--- src/rtl/bp_cfg_pkg.sv ---
// Shared definitions for the per-core config bus endpoint: the register map,
// the request/response records and the cache-mode encoding.
package bp_cfg_pkg;

  localparam int unsigned bp_cfg_core_width_gp = 8;
  localparam int unsigned bp_cfg_addr_width_gp = 16;
  localparam int unsigned bp_cfg_data_width_gp = 64;
  localparam int unsigned bp_cfg_vaddr_width_gp = 39;

  localparam logic [bp_cfg_addr_width_gp-1:0] bp_cfg_addr_freeze_gp      = 16'h0001;
  localparam logic [bp_cfg_addr_width_gp-1:0] bp_cfg_addr_core_id_gp     = 16'h0002;
  localparam logic [bp_cfg_addr_width_gp-1:0] bp_cfg_addr_icache_mode_gp = 16'h0003;
  localparam logic [bp_cfg_addr_width_gp-1:0] bp_cfg_addr_dcache_mode_gp = 16'h0004;
  localparam logic [bp_cfg_addr_width_gp-1:0] bp_cfg_addr_cce_mode_gp    = 16'h0005;
  localparam logic [bp_cfg_addr_width_gp-1:0] bp_cfg_addr_err_cnt_gp     = 16'h0006;
  localparam logic [bp_cfg_addr_width_gp-1:0] bp_cfg_addr_npc_gp         = 16'h0010;

  // Error counter sticks here instead of wrapping.
  localparam logic [7:0] bp_cfg_err_max_gp = 8'hFF;

  typedef struct packed {
    logic                            w;
    logic [bp_cfg_core_width_gp-1:0] core;
    logic [bp_cfg_addr_width_gp-1:0] addr;
    logic [bp_cfg_data_width_gp-1:0] data;
  } bp_cfg_req_s;

  typedef struct packed {
    logic [bp_cfg_addr_width_gp-1:0] addr;
    logic [bp_cfg_data_width_gp-1:0] data;
  } bp_cfg_resp_s;

  typedef enum logic [1:0] {
    e_cache_mode_uncached = 2'd0,
    e_cache_mode_normal   = 2'd1,
    e_cache_mode_nonspec  = 2'd2
  } bp_cache_mode_e;

endpackage

--- src/rtl/bp_cfg_responder_if.sv ---
// Config bus request channel plus read-response channel. Signal suffixes are
// from the responder's point of view.
interface bp_cfg_responder_if #(
  parameter int unsigned cfg_core_width_p = 8,
  parameter int unsigned cfg_addr_width_p = 16,
  parameter int unsigned cfg_data_width_p = 64
);

  logic                        cfg_v_i;
  logic                        cfg_w_i;
  logic [cfg_core_width_p-1:0] cfg_core_i;
  logic [cfg_addr_width_p-1:0] cfg_addr_i;
  logic [cfg_data_width_p-1:0] cfg_data_i;
  logic                        cfg_ready_o;
  logic                        resp_v_o;
  logic [cfg_addr_width_p-1:0] resp_addr_o;
  logic [cfg_data_width_p-1:0] resp_data_o;
  logic                        resp_ready_i;

  modport master (
    output cfg_v_i, cfg_w_i, cfg_core_i, cfg_addr_i, cfg_data_i, resp_ready_i,
    input  cfg_ready_o, resp_v_o, resp_addr_o, resp_data_o
  );

  modport slave (
    input  cfg_v_i, cfg_w_i, cfg_core_i, cfg_addr_i, cfg_data_i, resp_ready_i,
    output cfg_ready_o, resp_v_o, resp_addr_o, resp_data_o
  );

endinterface

--- src/rtl/bp_cfg_reg_file.sv ---
// Per-core control registers: address decode, read mux, write update and the
// saturating error counter for unmapped accesses.
module bp_cfg_reg_file
  import bp_cfg_pkg::*;
#(
  parameter int unsigned cfg_core_width_p = 8,
  parameter int unsigned cfg_addr_width_p = 16,
  parameter int unsigned cfg_data_width_p = 64,
  parameter int unsigned vaddr_width_p    = 39
) (
  input  logic                        clk_i,
  input  logic                        reset_i,
  input  logic [cfg_core_width_p-1:0] core_id_i,
  input  logic                        w_v_i,
  input  logic                        r_v_i,
  input  logic [cfg_addr_width_p-1:0] addr_i,
  input  logic [vaddr_width_p-1:0]    data_i,
  output logic [cfg_data_width_p-1:0] rdata_o,
  output logic                        freeze_o,
  output logic [1:0]                  icache_mode_o,
  output logic [1:0]                  dcache_mode_o,
  output logic                        cce_mode_o,
  output logic [vaddr_width_p-1:0]    npc_o,
  output logic                        npc_w_v_o
);

  logic                     r_freeze;
  logic [1:0]               r_icache_mode;
  logic [1:0]               r_dcache_mode;
  logic                     r_cce_mode;
  logic [7:0]               r_err_cnt;
  logic [vaddr_width_p-1:0] r_npc;
  logic                     r_npc_w_v;

  logic                     w_mapped;
  logic [7:0]               w_err_cnt_n;

  // Read mux; also flags addresses that fall outside the register map.
  always_comb begin
    rdata_o  = '0;
    w_mapped = 1'b1;
    case (addr_i)
      bp_cfg_addr_freeze_gp:      rdata_o[0] = r_freeze;
      bp_cfg_addr_core_id_gp:     rdata_o[cfg_core_width_p-1:0] = core_id_i;
      bp_cfg_addr_icache_mode_gp: rdata_o[1:0] = r_icache_mode;
      bp_cfg_addr_dcache_mode_gp: rdata_o[1:0] = r_dcache_mode;
      bp_cfg_addr_cce_mode_gp:    rdata_o[0] = r_cce_mode;
      bp_cfg_addr_err_cnt_gp:     rdata_o[7:0] = r_err_cnt;
      bp_cfg_addr_npc_gp:         rdata_o[vaddr_width_p-1:0] = r_npc;
      default:                    w_mapped = 1'b0;
    endcase
  end

  // Error counter: a write to it clears, any unmapped access bumps it up to the cap.
  always_comb begin
    w_err_cnt_n = r_err_cnt;
    if (w_v_i && (addr_i == bp_cfg_addr_err_cnt_gp)) begin
      w_err_cnt_n = '0;
    end else if ((w_v_i || r_v_i) && !w_mapped && (r_err_cnt != bp_cfg_err_max_gp)) begin
      w_err_cnt_n = r_err_cnt + 8'd1;
    end
  end

  // Register state; core_id writes fall through the empty arm and are ignored.
  always_ff @(posedge clk_i or posedge reset_i) begin
    if (reset_i) begin
      r_freeze      <= 1'b1;
      r_icache_mode <= e_cache_mode_uncached;
      r_dcache_mode <= e_cache_mode_uncached;
      r_cce_mode    <= 1'b0;
      r_err_cnt     <= '0;
      r_npc         <= '0;
      r_npc_w_v     <= 1'b0;
    end else begin
      r_err_cnt <= w_err_cnt_n;
      r_npc_w_v <= 1'b0;
      if (w_v_i) begin
        case (addr_i)
          bp_cfg_addr_freeze_gp:      r_freeze      <= data_i[0];
          bp_cfg_addr_icache_mode_gp: r_icache_mode <= data_i[1:0];
          bp_cfg_addr_dcache_mode_gp: r_dcache_mode <= data_i[1:0];
          bp_cfg_addr_cce_mode_gp:    r_cce_mode    <= data_i[0];
          bp_cfg_addr_npc_gp: begin
            r_npc     <= data_i;
            r_npc_w_v <= 1'b1;
          end
          default: ;
        endcase
      end
    end
  end

  assign freeze_o      = r_freeze;
  assign icache_mode_o = r_icache_mode;
  assign dcache_mode_o = r_dcache_mode;
  assign cce_mode_o    = r_cce_mode;
  assign npc_o         = r_npc;
  assign npc_w_v_o     = r_npc_w_v;

endmodule

--- src/rtl/bp_cfg_responder.sv ---
// Tile-side config bus endpoint. Filters requests addressed to this core,
// forwards them to the register file and returns read data one request at a time.
module bp_cfg_responder
  import bp_cfg_pkg::*;
#(
  parameter int unsigned cfg_core_width_p = 8,
  parameter int unsigned cfg_addr_width_p = 16,
  parameter int unsigned cfg_data_width_p = 64,
  parameter int unsigned vaddr_width_p    = 39
) (
  input  logic                        clk_i,
  input  logic                        reset_i,
  input  logic [cfg_core_width_p-1:0] core_id_i,
  bp_cfg_responder_if.slave           cfg_if,
  output logic                        freeze_o,
  output logic [1:0]                  icache_mode_o,
  output logic [1:0]                  dcache_mode_o,
  output logic                        cce_mode_o,
  output logic [vaddr_width_p-1:0]    npc_o,
  output logic                        npc_w_v_o
);

  typedef enum logic [0:0] {e_ready, e_resp} state_e;

  state_e                      r_state;
  state_e                      w_state_n;
  bp_cfg_resp_s                r_resp;

  logic                        w_match;
  logic                        w_accept;
  logic                        w_wr_v;
  logic                        w_rd_v;
  logic                        w_cfg_ready;
  logic                        w_resp_v;
  logic [cfg_data_width_p-1:0] w_rdata;

  // Broadcast only applies to writes; a broadcast read is simply dropped.
  assign w_match  = (cfg_if.cfg_core_i == core_id_i)
                  || ((&cfg_if.cfg_core_i) && cfg_if.cfg_w_i);
  assign w_accept = cfg_if.cfg_v_i && (r_state == e_ready);
  assign w_wr_v   = w_accept && w_match && cfg_if.cfg_w_i;
  assign w_rd_v   = w_accept && w_match && !cfg_if.cfg_w_i;

  bp_cfg_reg_file #(
    .cfg_core_width_p(cfg_core_width_p),
    .cfg_addr_width_p(cfg_addr_width_p),
    .cfg_data_width_p(cfg_data_width_p),
    .vaddr_width_p   (vaddr_width_p)
  ) u_reg_file (
    .clk_i        (clk_i),
    .reset_i      (reset_i),
    .core_id_i    (core_id_i),
    .w_v_i        (w_wr_v),
    .r_v_i        (w_rd_v),
    .addr_i       (cfg_if.cfg_addr_i),
    .data_i       (cfg_if.cfg_data_i[vaddr_width_p-1:0]),
    .rdata_o      (w_rdata),
    .freeze_o     (freeze_o),
    .icache_mode_o(icache_mode_o),
    .dcache_mode_o(dcache_mode_o),
    .cce_mode_o   (cce_mode_o),
    .npc_o        (npc_o),
    .npc_w_v_o    (npc_w_v_o)
  );

  // FSM state register; reset drops any pending response.
  always_ff @(posedge clk_i or posedge reset_i) begin
    if (reset_i) begin
      r_state <= e_ready;
    end else begin
      r_state <= w_state_n;
    end
  end

  // Next state and handshake outputs.
  always_comb begin
    w_state_n   = r_state;
    w_cfg_ready = 1'b0;
    w_resp_v    = 1'b0;
    unique case (r_state)
      e_ready: begin
        w_cfg_ready = 1'b1;
        if (w_rd_v) w_state_n = e_resp;
      end
      e_resp: begin
        w_resp_v = 1'b1;
        if (cfg_if.resp_ready_i) w_state_n = e_ready;
      end
      default: w_state_n = e_ready;
    endcase
  end

  // Snapshot the read at acceptance so it holds steady under backpressure.
  always_ff @(posedge clk_i or posedge reset_i) begin
    if (reset_i) begin
      r_resp <= '0;
    end else if (w_rd_v) begin
      r_resp.addr <= cfg_if.cfg_addr_i;
      r_resp.data <= w_rdata;
    end
  end

  assign cfg_if.cfg_ready_o = w_cfg_ready;
  assign cfg_if.resp_v_o    = w_resp_v;
  assign cfg_if.resp_addr_o = r_resp.addr;
  assign cfg_if.resp_data_o = r_resp.data;

endmodule

--- src/flat_wrapper.sv ---
// flat-port wrapper written by rule: the top's interface ports become plain ports
module bp_cfg_responder_flat import bp_cfg_pkg::*;
#(
  parameter int unsigned cfg_core_width_p = 8,
  parameter int unsigned cfg_addr_width_p = 16,
  parameter int unsigned cfg_data_width_p = 64,
  parameter int unsigned vaddr_width_p    = 39
)
  (clk_i, reset_i, core_id_i, freeze_o, icache_mode_o, dcache_mode_o, cce_mode_o, npc_o, npc_w_v_o, cfg_if_cfg_v_i, cfg_if_cfg_w_i, cfg_if_cfg_core_i, cfg_if_cfg_addr_i, cfg_if_cfg_data_i, cfg_if_resp_ready_i, cfg_if_cfg_ready_o, cfg_if_resp_v_o, cfg_if_resp_addr_o, cfg_if_resp_data_o);
  bp_cfg_responder_if #(.cfg_core_width_p(cfg_core_width_p), .cfg_addr_width_p(cfg_addr_width_p), .cfg_data_width_p(cfg_data_width_p)) cfg_if_i ();
  input  logic clk_i;
  input  logic reset_i;
  input  logic [cfg_core_width_p-1:0] core_id_i;
  output logic freeze_o;
  output logic [1:0] icache_mode_o;
  output logic [1:0] dcache_mode_o;
  output logic cce_mode_o;
  output logic [vaddr_width_p-1:0] npc_o;
  output logic npc_w_v_o;
  input wire logic [$bits(cfg_if_i.cfg_v_i)-1:0] cfg_if_cfg_v_i;
  input wire logic [$bits(cfg_if_i.cfg_w_i)-1:0] cfg_if_cfg_w_i;
  input wire logic [$bits(cfg_if_i.cfg_core_i)-1:0] cfg_if_cfg_core_i;
  input wire logic [$bits(cfg_if_i.cfg_addr_i)-1:0] cfg_if_cfg_addr_i;
  input wire logic [$bits(cfg_if_i.cfg_data_i)-1:0] cfg_if_cfg_data_i;
  input wire logic [$bits(cfg_if_i.resp_ready_i)-1:0] cfg_if_resp_ready_i;
  output wire logic [$bits(cfg_if_i.cfg_ready_o)-1:0] cfg_if_cfg_ready_o;
  output wire logic [$bits(cfg_if_i.resp_v_o)-1:0] cfg_if_resp_v_o;
  output wire logic [$bits(cfg_if_i.resp_addr_o)-1:0] cfg_if_resp_addr_o;
  output wire logic [$bits(cfg_if_i.resp_data_o)-1:0] cfg_if_resp_data_o;
  assign cfg_if_i.cfg_v_i = cfg_if_cfg_v_i;
  assign cfg_if_i.cfg_w_i = cfg_if_cfg_w_i;
  assign cfg_if_i.cfg_core_i = cfg_if_cfg_core_i;
  assign cfg_if_i.cfg_addr_i = cfg_if_cfg_addr_i;
  assign cfg_if_i.cfg_data_i = cfg_if_cfg_data_i;
  assign cfg_if_i.resp_ready_i = cfg_if_resp_ready_i;
  assign cfg_if_cfg_ready_o = cfg_if_i.cfg_ready_o;
  assign cfg_if_resp_v_o = cfg_if_i.resp_v_o;
  assign cfg_if_resp_addr_o = cfg_if_i.resp_addr_o;
  assign cfg_if_resp_data_o = cfg_if_i.resp_data_o;
  bp_cfg_responder #(.cfg_core_width_p(cfg_core_width_p), .cfg_addr_width_p(cfg_addr_width_p), .cfg_data_width_p(cfg_data_width_p), .vaddr_width_p(vaddr_width_p)) u_core (.clk_i(clk_i), .reset_i(reset_i), .core_id_i(core_id_i), .cfg_if(cfg_if_i), .freeze_o(freeze_o), .icache_mode_o(icache_mode_o), .dcache_mode_o(dcache_mode_o), .cce_mode_o(cce_mode_o), .npc_o(npc_o), .npc_w_v_o(npc_w_v_o));
endmodule
--- config.mk ---
export PLATFORM = sky130hd
export DESIGN_NAME = bp_cfg_responder_flat
export DESIGN_NICKNAME = d
export VERILOG_FILES = /design/src/rtl/bp_cfg_pkg.sv /design/src/rtl/bp_cfg_responder_if.sv /design/src/rtl/bp_cfg_reg_file.sv /design/src/rtl/bp_cfg_responder.sv /design/src/flat_wrapper.sv
export SDC_FILE = /design/constraint.sdc
export NUM_CORES = 1
export LEC_CHECK = 0
export ABC_CLOCK_PERIOD_IN_PS = 3900
export CORE_AREA = 2 2 119 121
export CTS_BUF_LIST = sky130_fd_sc_hd__clkbuf_4 sky130_fd_sc_hd__clkbuf_8 sky130_fd_sc_hd__clkbuf_16
export DETAILED_ROUTE_END_ITERATION = 8
export DIE_AREA = 0 0 121 123
export PLACE_DENSITY_LB_ADDON = 0.12
export SKIP_CTS_REPAIR_TIMING = 1
export SYNTH_ARGS = -nofsm -noshare
export SYNTH_HDL_FRONTEND = slang
export SYNTH_SLANG_ARGS = --single-unit
--- constraint.sdc ---
create_clock -name clk_i -period 3.9 [get_ports clk_i]
set_input_delay 0.78 -clock clk_i [delete_from_list [all_inputs] [get_ports clk_i]]
set_output_delay 0.78 -clock clk_i [all_outputs]
set_load 0.02 [all_outputs]
## Yosys cells after proc, flatten, opt, wreduce, memory -nomap -nowiden

Index checks and enable logic that the tools add are counted.

- Add/subtract/negate cells: 1
- Equality and inequality tests: 9
- Muxes and demuxes: 14
- Bitwise logic cells: 1
- Reductions and logical operators: 20

Operator list:

| cell | number |
|---|---|
| equality test 16 x 3 -> 1 bit, second input constant | 3 |
| equality test 16 x 2 -> 1 bit, second input constant | 2 |
| 2-to-1 mux 31 bit | 1 |
| case mux 6 bit (3 select lines) | 1 |
| equality test 16 x 1 -> 1 bit, second input constant | 1 |
| equality test 16 x 5 -> 1 bit, second input constant | 1 |
| 2-to-1 mux 8 bit | 2 |
| AND reduction 2 bit | 5 |
| adder 8 x 1 -> 8 bit, second input constant | 1 |
| equality test 8 bit | 1 |
| logical AND 1 bit | 8 |
| inequality test 8 bit, second input constant | 1 |
| AND reduction 8 bit | 1 |
| 2-to-1 mux 1 bit | 7 |
| case mux 1 bit (7 select lines) | 1 |
| OR reduction 7 bit | 1 |
| case mux 1 bit (5 select lines) | 1 |
| logical NOT 1 bit | 2 |
| logical OR 1 bit | 2 |
| case mux 1 bit (2 select lines) | 1 |
| nonzero test 2 bit | 1 |
| NOT 1 bit | 1 |

- Register bits after elaboration: 110
- Logic and storage cells: 55

## Logic depth before layout (Yosys ltp)

Gate-level depths: netlist (run 1).

- Depth in word-level cells: 10
- Depth in mapped cells: 9
- Depth with buffers taken out: 7

## By module

Synthesis (run 1) repeated with hierarchy kept, for this count alone.

- Cells, all modules: 449
- Area total of the unflattened synthesis: 6408.6 um^2

By module, submodules not included:

| module | times used | cells an instance | area an instance (um^2) |
|---|---|---|---|
| bp_cfg_responder | 1 | 193 | 3544.6 |
| bp_cfg_reg_file | 1 | 256 | 2864.0 |

## Worst setup path before layout (run 1)

Ideal clock, no wire load.

- Path type: input port to flip-flop
- From: input core_id_i[3]
- To: register u_core.u_reg_file.r_npc[0] (netlist: u_core.u_reg_file.npc_o[0])
- Setup time: 0.127 ns
- Data arrival time: 2.707 ns
- Data required time: 3.773 ns
- Path slack: 1.065 ns
- Stages on the path: 9
- Path through: xor2_1 -> nor4_1 -> a21oi_1 -> or3_1 -> buf_2 -> nor3_4 -> buf_6 -> buf_6 -> mux2_1

- Word-level cells in the longest chain between the ends: 5

RTL lines:

| element | RTL line | text |
|---|---|---|
| start: declaration | flat_wrapper.sv:13 | `input logic [cfg_core_width_p-1:0] core_id_i;` |
| equality test 8 bit | bp_cfg_responder.sv:38 | `assign w_match = (cfg_if.cfg_core_i == core_id_i)` |
| logical OR 1 bit | bp_cfg_responder.sv:39 | `\|\| ((&cfg_if.cfg_core_i) && cfg_if.cfg_w_i);` |
| logical AND 1 bit (2 in series) | bp_cfg_responder.sv:41 | `assign w_wr_v = w_accept && w_match && cfg_if.cfg_w_i;` |
| AND reduction 2 bit (no source line) | - |  |
| end signal: assignment | bp_cfg_reg_file.sv:84 | `r_npc <= data_i;` |
| end: declaration | bp_cfg_reg_file.sv:32 | `logic [vaddr_width_p-1:0] r_npc;` |

No other way between the ends.
A chain may end at the register's enable or synchronous reset.

## Worst setup path after layout (run 1)

- From: input core_id_i[3]
- To: register u_core.u_reg_file.r_npc[22] (netlist: u_core.u_reg_file.npc_o[22])

Same word-level chain as after synthesis.

==> metrics.csv, run 1 <==
metric,value,unit
measured slew at the worst slew-check pin,0.636,ns
most area-consuming cells after synthesis,"dfrtp_1 55%, mux2_2 12%, nand2_1 5.6%, buf_4 4.1%, o21ai_0 4.1%",
static leakage,3.18,nW
Crit Path Category,primary input to flop,
cells after synthesis,442,
CP Data Required Time,4.13,ns
Num CTS Buffers,9,
number of global-route vias before repair,3783,
Sw Ratio,0.223,
total routed wirelength,12.5,mm
Final GP Congestion,0.733,
Hold EP,u_core.cfg_if.resp_data_o[33],
hold path startpoint,u_core.cfg_if.resp_data_o[33],
clock power share,0.408,
global-route wire length before repair,19.9,mm
Final #Nets,717,
Reg area,2750,sq um
worst path arrival time,3.39,ns
NetSw,0.519,mW
Pwr Total,2.33,mW
crit share post-route,0.811,
PortBufs,178,
die width,121,um
Synth async-reset ratio,1.00,
die area,14900,sq um
Yosys cell types,41,
largest net degree at the start of global routing,62,
Detail Placement HPWL,9.12,mm
final setup TNS,0,ns
CP Cell Sequence,clkdlybuf4s50_1 > xor2_1 > nor4_1 > a21oi_1 > or3_1 > nor3_4 > buf_4 > mux2_2,
clk buf depth,2,
DR iter-0 viols,178,
synth warn,0,
Mapped Area,4930,sq um
dpl cells,784,
Yosys reg bits,110,
Worst R2R Start,u_core.r_state,
fraction of layout cells with a size suffix above 1,0.134,
Cell Pwr Density,325,nW/um^2
number of enable flip-flop cells after synthesis,0,
H-tree depth,3,
R2R Setup Slk,1.68,ns
max_cap viols,0,
"CP delay by family, top",simple AND/OR/NAND/NOR gates,
hold path cells,2,
FILL cells,1229,
VDD IR max,183,uV
fmax,316,MHz
Antenna Nets Post-Route,0,
Syn Area/Cell,11.1,sq um
Internal Dissipation,1.81,mW
type of the worst min-delay path,flop to flop,
drt wl/cell,15.6,um
die height,123,um
CP Buf/Inv Count,2,
status,"finished, final reports clean",
insertion delay of the later-clocked pin in the worst-skew pair,0.35,ns
core area,13600,sq um
part of the power in combinational logic,0.092,
CP startpoint kind,primary input,
FP Rows,43,
relative slew slack,0.572,
Seq pwr share,0.500,
final setup vio count,0,
Worst-path clk slew,0.07,ns
Top Ports,229,
initial antenna violation count,0,
clock skew,0.00706,ns
Vias per Instance,4.76,
clk sinks,110,
Total Routing Usage GR,0.174,
via count,3811,
Max stage delay on crit path,0.49,ns
area growth from synthesis to layout,45.4,%
CP Launch Point,core_id_i[3],
gr ovfl total,0,
Crit-path slowest cell,clkdlybuf4s50_1,
"non-filler cells, final",800,
Root Driver,clkbuf_16,
r2r worst-path depth,5,
dominant cell type by area after synthesis,dfrtp_1,
Final min period,3.16,ns
Yosys top cell area share,0.554,
RR Endpoint,u_core.u_reg_file.npc_o[22],
Initial DRT Pass Iterations,5,
RSZ-0062 raised after global routing,false,
"Slew Viols, Final",0,
"Hold Vio Cnt, Final",0,
CP endpoint kind,flop,
Multi-input gate area,1950,sq um
Initial Utilization,0.362,
DRC,0,
ys flop type,dfrtp_1,
post-synthesis sequential area ratio,0.559,
n_diodes,0,
CTS tree,built,
Critical Path Fanout Max,22,
## worst max path at each step
stage,endpoint,slack [ns],cells after the start
final,u_core.u_reg_file.npc_o[22],0.74,8
after global routing,u_core.u_reg_file.npc_o[22],0.62,8
after CTS,u_core.u_reg_file.npc_o[20],0.74,8
after detailed placement,u_core.u_reg_file.npc_o[33],0.36,8
after global placement,u_core.u_reg_file.npc_o[15],0.39,8
after floorplan,u_core.cfg_if.resp_addr_o[0],0.22,1
## cells in the mapped netlist, types with 8 or more instances
library cell	n
xor2_1	8
mux2_2	52
nand2_1	74
nand3_1	9
nor2_1	14
clkbuf_1	19
o21ai_0	40
buf_4	27
mux2_1	10
dfrtp_1	109
inv_1	8
nor4_1	10
## power by group through the flow
stage	clock network [mW]	logic (mW)	registers (mW)
floorplan	0	0.0915	1.20
global placement	0	0.214	1.18
detailed placement	0	0.217	1.19
CTS	0.976	0.218	1.16
global route	1.03	0.234	1.16
finish	0.950	0.214	1.16
## registers in the layout, indices dropped and copies added (netlist names)
register                         cells
u_core.u_reg_file.npc_o             39
u_core.u_reg_file.r_err_cnt          8
u_core.u_reg_file.npc_w_v_o          1
u_core.u_reg_file.cce_mode_o         1
u_core.cfg_if.resp_data_o           39
u_core.r_state                       1
u_core.u_reg_file.icache_mode_o      2
u_core.cfg_if.resp_addr_o           16
u_core.u_reg_file.freeze_o           1
u_core.u_reg_file.dcache_mode_o      2
## cell usage in the layout (no fill, tap or decap), types with 8 or more instances in the layout
cell	instances
nor4_1	10
clkdlybuf4s50_1	178
mux2_2	52
xor2_1	8
conb_1	25
clkbuf_16	9
nor2_1	13
nand3_1	8
nand2_1	74
mux2_1	10
dfrtp_1	109
o21ai_0	40
## cell type report
type,count,share of cell area
multi-input cells,298,0.272
flip-flops and latches,110,0.384
clock buffers,13,0.0374
clock inverters,3,0.00594
inverters,8,0.00454
repair buffers,188,0.264
well taps,180,0.0314
## routing by layer
layer | vias up | wire (um) | GRT usage | share of wire
li1 | 1818 | - | - | -
met1 | 1836 | 5260 | 0.218 | 0.42
met2 | 135 | 6270 | 0.291 | 0.50
met3 | 22 | 674 | 0.0434 | 0.054
met4 | 0 | 301 | 0.0647 | 0.024
met5 | - | 0 | 0 | 0
## stage by stage
stage | worst slack (ns) | hold WS, ns | utilization | instance area [sq um]
finish | 0.736 | 0.479 | 0.526 | 7160
global route | 0.619 | 0.504 | 0.526 | 7160
CTS | 0.739 | 0.486 | 0.526 | 7160
detailed placement | 0.365 | 0.471 | 0.503 | 6850
global placement | 0.392 | 0.461 | 0.503 | 6850
floorplan | 0.219 | 0.499 | - | 5020
## cell families (layout without fill, tap and decap cells)
| kind of cell | after synthesis | in the layout | share of synthesized area |
|---|---|---|---|
| muxes | 65 | 65 | 0.148 |
| xor gates and xnor gates | 15 | 15 | 0.0267 |
| DFF | 110 | 110 | 0.559 |
| and+or+nand+nor | 130 | 130 | 0.121 |
| AOI/OAI and AO/OA | 62 | 62 | 0.0737 |
| other | 1 | 25 | 0.000761 |
| adders and majority gates | 1 | 1 | 0.00254 |
| buffers and inverters | 58 | 212 | 0.0681 |
## worst reg2reg max path, stage by stage, from the launching register on
cell	delay, ns
dfrtp_1	0.39
nand2b_1	0.23
or3_1	0.54
nor3_4	0.20
buf_4	0.35
mux2_2	0.39
No activity file was read; power rests on OpenSTA's default activity.
==> run 2: changes to the inputs <==
--- a/config.mk
+++ b/config.mk
@@ -5,7 +5,7 @@
 export SDC_FILE = /design/constraint.sdc
 export NUM_CORES = 1
 export LEC_CHECK = 0
-export ABC_CLOCK_PERIOD_IN_PS = 3900
+export ABC_CLOCK_PERIOD_IN_PS = 2800
 export CORE_AREA = 2 2 119 121
 export CTS_BUF_LIST = sky130_fd_sc_hd__clkbuf_4 sky130_fd_sc_hd__clkbuf_8 sky130_fd_sc_hd__clkbuf_16
 export DETAILED_ROUTE_END_ITERATION = 8
==> constraint.sdc (replaced) <==
create_clock -name clk_i -period 2.8 [get_ports clk_i]
set_input_delay 0.56 -clock clk_i [delete_from_list [all_inputs] [get_ports clk_i]]
set_output_delay 0.56 -clock clk_i [all_outputs]
set_load 0.02 [all_outputs]
==> metrics.csv, run 2 (synthesized netlist as in run 1, its figures left out) <==
metric,value,unit
fraction of layout cells with a size suffix above 1,0.157,
VDD IR max,371,uV
core area,13600,sq um
area growth from synthesis to layout,48.6,%
largest net degree at the start of global routing,111,
Final #Nets,733,
clock skew,0.00640,ns
CTS tree,built,
Total Routing Usage GR,0.170,
type of the worst min-delay path,flop to flop,
insertion delay of the later-clocked pin in the worst-skew pair,0.34,ns
total routed wirelength,12.2,mm
gr ovfl total,0,
Crit Path Category,primary input to flop,
Final min period,2.64,ns
n_diodes,0,
PortBufs,178,
"most common cell after layout, fill and taps aside",clkdlybuf4s50_1,
number of global-route vias before repair,3775,
Top Ports,229,
Initial Utilization,0.362,
die width,121,um
clk sinks,110,
status,"finished, final reports clean",
Hold Slack,0.478,ns
final setup vio count,0,
Pwr Total,3.26,mW
Final GP Congestion,0.772,
Critical Path Fanout Max,20,
DR iter-0 viols,183,
Root Driver,clkbuf_16,
CP Data Required Time,3.02,ns
die height,123,um
Antenna Nets Post-Route,0,
wl on met1,5.33,mm
measured slew at the worst slew-check pin,0.590,ns
max_cap viols,0,
crit share post-route,0.945,
relative slew slack,0.607,
WL met3,640,um
H-tree depth,3,
Num CTS Buffers,9,
Initial DRT Pass Iterations,4,
via count,3854,
DR top layer,met4,
DRC,0,
Worst R2R Start,u_core.u_reg_file.r_err_cnt[0],
"Slew Viols, Final",0,
CP Launch Point,core_id_i[3],
drt wl/cell,15.0,um
"Hold Vio Cnt, Final",0,
worst path arrival time,2.87,ns
CP endpoint kind,flop,
static leakage,3.26,nW
routed wl met2,6.10,mm
RSZ-0062 raised after global routing,false,
FP Rows,43,
initial antenna violation count,0,
most frequent cells in the layout,"178 x clkdlybuf4s50_1, 109 x dfrtp_1, 74 x nand2_1, 52 x mux2_2, 40 x o21ai_0",
Worst-path clk slew,0.07,ns
clk buf depth,2,
Vias per Instance,4.73,
die area,14900,sq um
global-route wire length before repair,19.7,mm
Cell Pwr Density,445,nW/um^2
CP startpoint kind,primary input,
hold path startpoint,u_core.cfg_if.resp_data_o[19],
Detail Placement HPWL,8.95,mm
fmax,378,MHz
==> run 2: cell types whose count changed in the layout (fill, tap and decap cells not counted) <==
cell	previous run	this run
buf_4	7	21
inv_4	1	0
clkbuf_4	2	1
bufinv_16	1	2
clkinv_2	1	3
nor4_1	10	8
nor4_2	0	2
clkbuf_8	2	0
buf_12	3	5
==> run 2: per-stage QoR <==
stage / std cells / utilization / TNS, ns / instance area, sq um / worst slack [ns]
finish: 815 / 0.538 / 0 / 7320 / 0.155
global route: 815 / 0.538 / 0 / 7320 / 0.0177
CTS: 815 / 0.537 / 0 / 7310 / 0.0457
detailed placement: 800 / 0.514 / -13.46 / 7000 / -0.328
global placement: 800 / 0.514 / -11.70 / 7000 / -0.280
floorplan: 466 / - / 0 / 5020 / 0.185
==> run 2: area by class of cell <==
| type | instances | area, sq um |
|---|---|---|
| Multi-Input combinational cell | 298 | 1960 |
| Clock buffer | 10 | 233 |
| Fill cell | 1228 | 6290 |
| Sequential cell | 110 | 2750 |
| Tap cell | 180 | 225 |
| Timing Repair Buffer | 204 | 2040 |
| Clock inverter | 5 | 75.1 |
| Inverter | 8 | 33.8 |
==> run 2: worst paths after layout <==
path / to / slack [ns] / cells after the start
setup / recovery: u_core.u_reg_file.npc_o[29] / 0.16 / 8
setup reg to reg: u_core.u_reg_file.r_err_cnt[7] / 0.75 / 8
hold / removal: u_core.cfg_if.resp_data_o[19] / 0.48 / 2
min in group asynchronous: u_core.u_reg_file.npc_o[33] / 0.71 / 3
hold reg to reg: u_core.cfg_if.resp_data_o[19] / 0.48 / 2
max in group asynchronous: u_core.cfg_if.resp_addr_o[0] / 1.63 / 3
==> run 2: routing by layer <==
layer | global-route usage | vias up
li1 | - | 1851
met1 | 0.220 | 1869
met2 | 0.283 | 126
met3 | 0.0424 | 8
met4 | 0.0487 | 0
met5 | 0 | -
==> run 2: critical path: stages <==
cell and delay, ns:
clkdlybuf4s50_1 0.44, xor2_1 0.19, nor4_2 0.32, a21oi_1 0.14, or3_1 0.40, nor3_4 0.24, buf_12 0.21, mux2_2 0.35
==> run 2: power by group <==
part | internal [mW] | leakage [nW] | switching (mW)
sequential | 1.61 | 1.51 | 0.0124
clock | 0.784 | 0.156 | 0.545
combinational | 0.160 | 1.59 | 0.150
total | 2.55 | 3.26 | 0.707
==> run 3: changes to the inputs <==
--- a/config.mk
+++ b/config.mk
@@ -5,11 +5,14 @@
 export SDC_FILE = /design/constraint.sdc
 export NUM_CORES = 1
 export LEC_CHECK = 0
+export ABC_AREA = 1
 export ABC_CLOCK_PERIOD_IN_PS = 2800
-export CORE_AREA = 2 2 119 121
+export CELL_PAD_IN_SITES_DETAIL_PLACEMENT = 0
+export CELL_PAD_IN_SITES_GLOBAL_PLACEMENT = 2
+export CORE_AREA = 2 2 164 166
 export CTS_BUF_LIST = sky130_fd_sc_hd__clkbuf_4 sky130_fd_sc_hd__clkbuf_8 sky130_fd_sc_hd__clkbuf_16
 export DETAILED_ROUTE_END_ITERATION = 8
-export DIE_AREA = 0 0 121 123
+export DIE_AREA = 0 0 166 168
 export PLACE_DENSITY_LB_ADDON = 0.12
 export SKIP_CTS_REPAIR_TIMING = 1
 export SYNTH_ARGS = -nofsm -noshare
==> metrics.csv, run 3 <==
metric,value,unit
"Hold Vio Cnt, Final",0,
cells after synthesis,648,
die area,27900,sq um
die height,168,um
Initial Utilization,0.197,
CP Cell Sequence,clkdlybuf4s50_1 > nor2_1 > nand2_1 > nor2_1 > nand2_1 > nand2_1 > nor2_1 > nand2_1 > nor2_4 > nand2_1 > nand3_1 > nand2_1,
number of global-route vias before repair,4761,
Yosys cell types,27,
die width,166,um
dpl cells,1155,
drt wl/cell,15.0,um
CP Buf/Inv Count,1,
number of enable flip-flop cells after synthesis,0,
Final min period,2.20,ns
Crit Path Category,primary input to flop,
CTS tree,built,
Vias per Instance,3.95,
final setup vio count,0,
DR iter-0 viols,260,
"non-filler cells, final",1171,
synth warn,0,
Num CTS Buffers,9,
ys flop type,dfrtp_1,
"most common cell after layout, fill and taps aside",nand2_1,
Final #Nets,927,
clock skew,0.0127,ns
Antenna Nets Post-Route,0,
Initial DRT Pass Iterations,4,
post-synthesis sequential area ratio,0.532,
CP startpoint kind,primary input,
RSZ-0062 raised after global routing,false,
Pwr Total,3.22,mW
Top Ports,229,
measured slew at the worst slew-check pin,0.503,ns
Root Driver,clkbuf_16,
Total Routing Usage GR,0.128,
clk buf depth,2,
crit share post-route,0.785,
most frequent cell after synthesis,nand2_1,
core area,26400,sq um
Yosys reg bits,110,
Final GP Congestion,0.747,
global-route wire length before repair,28.1,mm
Worst R2R Start,u_core.u_reg_file.r_err_cnt[0],
area growth from synthesis to layout,46.9,%
type of the worst min-delay path,flop to flop,
VDD IR max,361,uV
Synth async-reset ratio,1.00,
"CP delay by family, top",simple AND/OR/NAND/NOR gates,
Worst-path clk slew,0.08,ns
total routed wirelength,17.6,mm
fmax,455,MHz
CP Launch Point,cfg_if_cfg_addr_i[5],
most frequent CP cell,nand2_1,
via count,4630,
static leakage,3.59,nW
Mapped Area,5180,sq um
clk sinks,110,
dominant cell type by area after synthesis,dfrtp_1,
Crit-path slowest cell,clkdlybuf4s50_1,
n_diodes,0,
Syn Area/Cell,7.99,sq um
"Slew Viols, Final",0,
max_cap viols,0,
FP Rows,60,
final core utilization,0.289,
CP endpoint kind,flop,
CP Data Required Time,3.04,ns
worst path arrival time,2.44,ns
initial antenna violation count,0,
gr ovfl total,0,
most frequent cells in the layout,"308 x nand2_1, 178 x clkdlybuf4s50_1, 109 x dfrtp_1, 42 x o21ai_0, 31 x nor2_1",
most area-consuming cells after synthesis,"dfrtp_1 53%, nand2_1 22%, o21ai_0 4.1%, buf_4 3.9%, nor2_1 2.2%",
Cell Pwr Density,423,nW/um^2
Critical Path Fanout Max,8,
fraction of layout cells with a size suffix above 1,0.0518,
H-tree depth,3,
final setup TNS,0,ns
DRC,0,
Yosys top cell area share,0.527,
synth cell count leaders,"308 x nand2_1, 109 x dfrtp_1, 42 x o21ai_0, 31 x nor2_1, 30 x inv_1",
PortBufs,178,
relative slew slack,0.665,
largest net degree at the start of global routing,74,
insertion delay of the later-clocked pin in the worst-skew pair,0.36,ns
Detail Placement HPWL,12.5,mm
Place WS,0.202,ns
worst setup margin,0.603,ns
Max stage delay on crit path,0.52,ns
hold path startpoint,u_core.cfg_if.resp_data_o[1],
status,"finished, final reports clean",
-- run 3: layout make-up --
type / count / area (sq um)
fillers: 2850 / 18700
flip-flops and latches: 110 / 2750
multi-input cells: 479 / 2060
repair buffers: 192 / 1940
well taps: 341 / 427
clock buffers: 10 / 233
inverters: 33 / 128
clock inverters: 6 / 63.8
-- run 3: final timing paths --
kind	slack [ns]	depth (start not counted)	endpoint
worst min-delay path	0.48	2	u_core.cfg_if.resp_data_o[1]
worst max register to register	1.01	9	u_core.u_reg_file.r_err_cnt[5]
worst min register to register	0.48	2	u_core.cfg_if.resp_data_o[1]
worst max-delay path	0.60	12	u_core.u_reg_file.r_err_cnt[5]
max in group asynchronous	1.71	3	u_core.cfg_if.resp_data_o[35]
min in group asynchronous	0.66	3	u_core.cfg_if.resp_data_o[20]
-- run 3: logic make-up (layout without fill, tap and decap cells) --
kind of cell / Yosys count / in the layout / share of synthesized area
adders and majority gates: 1 / 1 / 0.00242
other: 1 / 25 / 0.000724
DFF: 110 / 110 / 0.532
xor gates and xnor gates: 13 / 13 / 0.0220
and+or+nand+nor: 381 / 381 / 0.297
buffers and inverters: 83 / 241 / 0.0879
AOI/OAI and AO/OA: 59 / 59 / 0.0577
-- run 3: worst reg2reg max path: cells and delay by family, from the launching register on --
family / cells / cell delay, ns
adder cells (fa/ha/maj): 1 / 0.23
flip-flops: 1 / 0.42
buffers and inverters: 1 / 0.07
AND/OR/NAND/NOR: 7 / 1.01
-- run 3: per-stage QoR --
step	instance area, sq um	hold WS [ns]
floorplan	5270	0.476
global placement	7310	0.466
detailed placement	7310	0.465
CTS	7610	0.487
global route	7610	0.517
finish	7610	0.485
-- run 3: where the power goes --
part / switching (mW) / internal, mW
logic: 0.145 / 0.137
registers: 0.0107 / 1.60
clock network: 0.679 / 0.642
total: 0.835 / 2.38
-- run 3: layer usage --
metal / routed length [um] / global-route usage / part of all wire / up-vias
met1: 7960 / 0.166 / 0.45 / 2164
met2: 7960 / 0.201 / 0.45 / 135
met3: 1550 / 0.0562 / 0.088 / 9
met4: 121 / 0.0204 / 0.0069 / 0
li1: - / - / - / 2322
met5: 0 / 0 / 0 / -
